## config.mk

```make
export PLATFORM = sky130hd
export DESIGN_NAME = latency_pipe
export DESIGN_NICKNAME = d
export VERILOG_FILES = /design/src/rtl/latency_pipe.sv
export SDC_FILE = /design/constraint.sdc
export NUM_CORES = 1
export LEC_CHECK = 0
export ABC_AREA = 1
export CAP_MARGIN = 40
export CELL_PAD_IN_SITES_DETAIL_PLACEMENT = 1
export CELL_PAD_IN_SITES_GLOBAL_PLACEMENT = 1
export CORE_MARGIN = 5
export CORE_UTILIZATION = 35
export CTS_CLUSTER_SIZE = 24
export DETAILED_ROUTE_END_ITERATION = 10
export GPL_ROUTABILITY_DRIVEN = 0
export PLACE_DENSITY = 0.86
export SYNTH_ARGS = -nofsm -noshare
export SYNTH_HDL_FRONTEND = slang
export SYNTH_SLANG_ARGS = --single-unit
export TNS_END_PERCENT = 20
```

## constraint.sdc

```tcl
create_clock -name clk -period 1.45 [get_ports clk]
set_input_delay 0.3625 -clock clk [delete_from_list [all_inputs] [get_ports clk]]
set_output_delay 0.3625 -clock clk [all_outputs]
set_load 0.05 [all_outputs]
```

## src/rtl/latency_pipe.sv

```systemverilog
// Fixed-depth shift pipeline of valid + payload that delays accepted
// operand vectors so they line up with the adder's registered outputs.
module latency_pipe #(
  parameter int DEPTH = 2,
  parameter int PW    = 17
) (
  input  logic          clk,
  input  logic          reset,
  input  logic          clear,
  input  logic          push_valid,
  input  logic [PW-1:0] push_data,
  output logic          tail_valid,
  output logic [PW-1:0] tail_data,
  output logic          any_valid
);

  logic [DEPTH-1:0] valid_q;
  logic [PW-1:0]    data_q [DEPTH];

  // Shift every stage by one each cycle; clear empties the whole pipe.
  always_ff @(posedge clk or posedge reset) begin
    if (reset) begin
      valid_q <= '0;
      for (int i = 0; i < DEPTH; i++) data_q[i] <= '0;
    end else if (clear) begin
      valid_q <= '0;
      for (int i = 0; i < DEPTH; i++) data_q[i] <= '0;
    end else begin
      valid_q[0] <= push_valid;
      data_q[0]  <= push_data;
      for (int i = 1; i < DEPTH; i++) begin
        valid_q[i] <= valid_q[i-1];
        data_q[i]  <= data_q[i-1];
      end
    end
  end

  assign tail_valid = valid_q[DEPTH-1];
  assign tail_data  = data_q[DEPTH-1];

  // any_valid looks only at stages ahead of the tail: the tail entry is
  // compared this cycle, so once nothing is behind it the pipe is drained.
  generate
    if (DEPTH == 1) begin : g_single
      assign any_valid = 1'b0;
    end else begin : g_multi
      assign any_valid = |valid_q[DEPTH-2:0];
    end
  endgenerate

endmodule

```

======== Word level (Yosys, flattened, before mapping) ========
Cells that the tools add are included.
storage, ports and cells
  flip-flop bits (word level) ............. 36
  input bits .............................. 21
  output and inout port bits .............. 19
  logic and storage cells ................. 5
cells by class
  mux-type cells .......................... 2
operators with widths
  operator  number
  $mux 34   1
  $mux 2    1

======== Depth between registers and ports, before layout ========
  depth after elaboration ................. 1
  gate-level depth with buffers ........... 3
  gate-level depth less buffers ........... 2

======== Worst setup path after synthesis ========
Ideal clock, no wire load.
  path kind ............................... register to output
  from .................................... register valid_q[0]
  to ...................................... output any_valid
  data arrival time ....................... 0.600 ns
  data required time ...................... 1.087 ns
  path slack .............................. 0.487 ns
  cell stages (with the launch flop) ...... 1
  buffers on the path ..................... 0
  cells stage by stage .................... dfrtp_1
RTL lines
  element                            line  source
  from (decl)                        17    logic [DEPTH-1:0] valid_q;
  from (signal assigned)             29    valid_q[0] <= push_valid;
  from (signal, indexed assignment)  32    valid_q[i] <= valid_q[i-1];
  to (decl)                          14    output logic any_valid
No word-level cell between the ends.

======== Final worst setup path ========
  from .................................... register valid_q[0]
  to ...................................... output any_valid
No word-level cell between the ends.

==> impl_metrics.yaml <==
timing:
  finalSetupViolCount: 0
  period_share_pct: 84.9
  finalWorstSetupSlack_ns: 0.219
  tightest_slew_ns: 0.186
  tns_ns: 0
  fmax_mhz: 812
  clock_skew_ns: 0.00251
  hold_violations: 0
  period_needed_ns: 1.23
  hold_slack_ns: 0.436
  max_slew_margin_pct: 87.6
  rsz0062_at_grt: "no"
  slew_viol_final: 0
yosys:
  netlist_area_mm2: 0.00135
  yosysTopAreaCell: "dfrtp_1"
  synth-seq-area-share_pct: 66.6
  syn_nets: 151
  synth_common_cells: "inv_1 (37), dfrtp_1 (36), nor2_1 (34)"
  avgSynthCellArea_um2: 10.4
  ys_warn_count: 0
  async_reset_ff_share_pct: 100
  synth_cell_types: 6
  synth_most_common_cell: "inv_1"
  syn_inst: 130
  synth_edf_count: 0
  synth_flop_cell: "dfrtp_1"
  yosysTopAreaCellShare_pct: 66.6
  synth_area_leaders: "dfrtp_1 (67%), inv_1 (10%), buf_4 (9.4%)"
  ys_ff_latch: 36
drt:
  wire_per_inst_um: 13.3
  drc: 0
  viasPerCell: 3.98
  vias: 816
  drtIter0Drc: 38
  firstDrtPassIters: 3
  routed_wl_um: 2730
  antenna_left: 0
min_path:
  min_path_type: "in2async"
cts:
  cts_root_buffer: "clkbuf_8"
  clock_path_buffers: 2
  clk_pin_slew_ns: 0.06
  cts_resized: 0
  htreeDepth: 2
  numCtsBuffers: 5
  cts_tree: "done"
  postCtsHoldBufs: 0
  cts.sinks: 36
  post_cts_buffers: 0
  clk_latency_ns: 0.29
final_layout:
  num-nets-final: 178
  drive_above_1_share_pct: 18.5
  area_delta_synth_final_pct: 43.3
  fillers: 403
  utilization_pct: 52.2
  diodes: 0
  fin_cells: 205
  final_cell_area_mm2: 0.00194
place:
  port_buffers: 39
  dp_hpwl_um: 2180
  postPlaceCellArea_mm2: 0.00186
  dp.cells: 198
  dpl_worst_slack_ns: 0.122
worst_setup_path:
  arrival_ns: 0.87
  timing.rr.start: "valid_q[0]"
  path_buf_inv: 1
  slowest_stage: "dfrtp_1"
  startpoint_type: "register"
  path_class: "reg2out"
  slowest_delay_ns: 0.42
  worst-r2r-cell-count: 2
  cp.required_ns: 1.09
  path_depth: 1
  startpoint: "valid_q[0]"
  rrSetupSlack_ns: 0.82
  cp_top_family: "flip-flops"
  crit_path_end_kind: "output port"
  crit_chain: "buf_12"
  crit_path_max_fanout: 2
power:
  vdd_drop_max_v: 0.000575
  p_leak_nw: 0.997
  finalPower_mw: 2.03
  pwr_density_cell_mw_per_mm2: 1050
grt:
  grt_max_degree: 37
  grt_pass1_vias: 962
  grt_use_total_pct: 12.5
  antenna_found_initial: 0
  grt_pass1_wl_um: 4650
  overflow: 0
die:
  die-width_um: 72.2
  core_mm2: 0.00372
  die_area_mm2: 0.00521
  rows: 22
  io_pins: 40
  die_height_um: 72.2
  initial_core_util_pct: 36.4
run_status:
  status: "completed"
flow_run:
  drv_cap: 0
## power by group
part / internal, mW / switching, mW / leakage (nW) / total (mW)
clock network: 0.326 / 0.318 / 0.0410 / 0.643
logic: 0.153 / 0.154 / 0.482 / 0.307
registers: 1.05 / 0.0262 / 0.474 / 1.08
total: 1.53 / 0.498 / 0.997 / 2.03
## layout by cell type (no fill, tap or decap), drive strengths merged
cell type and n:
buf 21, clkbuf 6, dfrtp 36, nor2 36, clkinv 1, clkdlybuf4s50 20, inv 37
## state kept, by name (all words and copies together) (netlist names)
register	count
data_q	17
tail_data	17
valid_q	2
## metal layers
metal / up-vias / routed length, um / track usage, %
met5: - / 0 / 0
met4: 0 / 95 / 8.77
met3: 8 / 129 / 2.08
met2: 27 / 1580 / 23.7
li1: 386 / - / -
met1: 395 / 919 / 12.0
## cell families after synthesis
kind of cell | count (synthesis) | synth area share [%]
buffers and inverters | 58 | 23.0
DFF | 36 | 66.6
and+or+nand+nor | 36 | 10.4
## area by class of cell
cell class                 count  area, um2  area share [%]
inverter                      37        139            7.17
tap                           48       60.1            3.10
sequential                    36        901            46.5
clock buffer                   6       72.6            3.74
clock inverter                 1       5.00           0.258
multi-input combinational     36        140            7.23
timing repair buffer          41        621            32.0
## path summary, 6_finish.rpt
path | to
min in group clk | tail_data[11]
setup / recovery | any_valid
max in group asynchronous | valid_q[1]
setup reg to reg | valid_q[1]
hold reg to reg | tail_data[11]
hold / removal | data_q[33]
No activity file was read; power rests on OpenSTA's default activity.
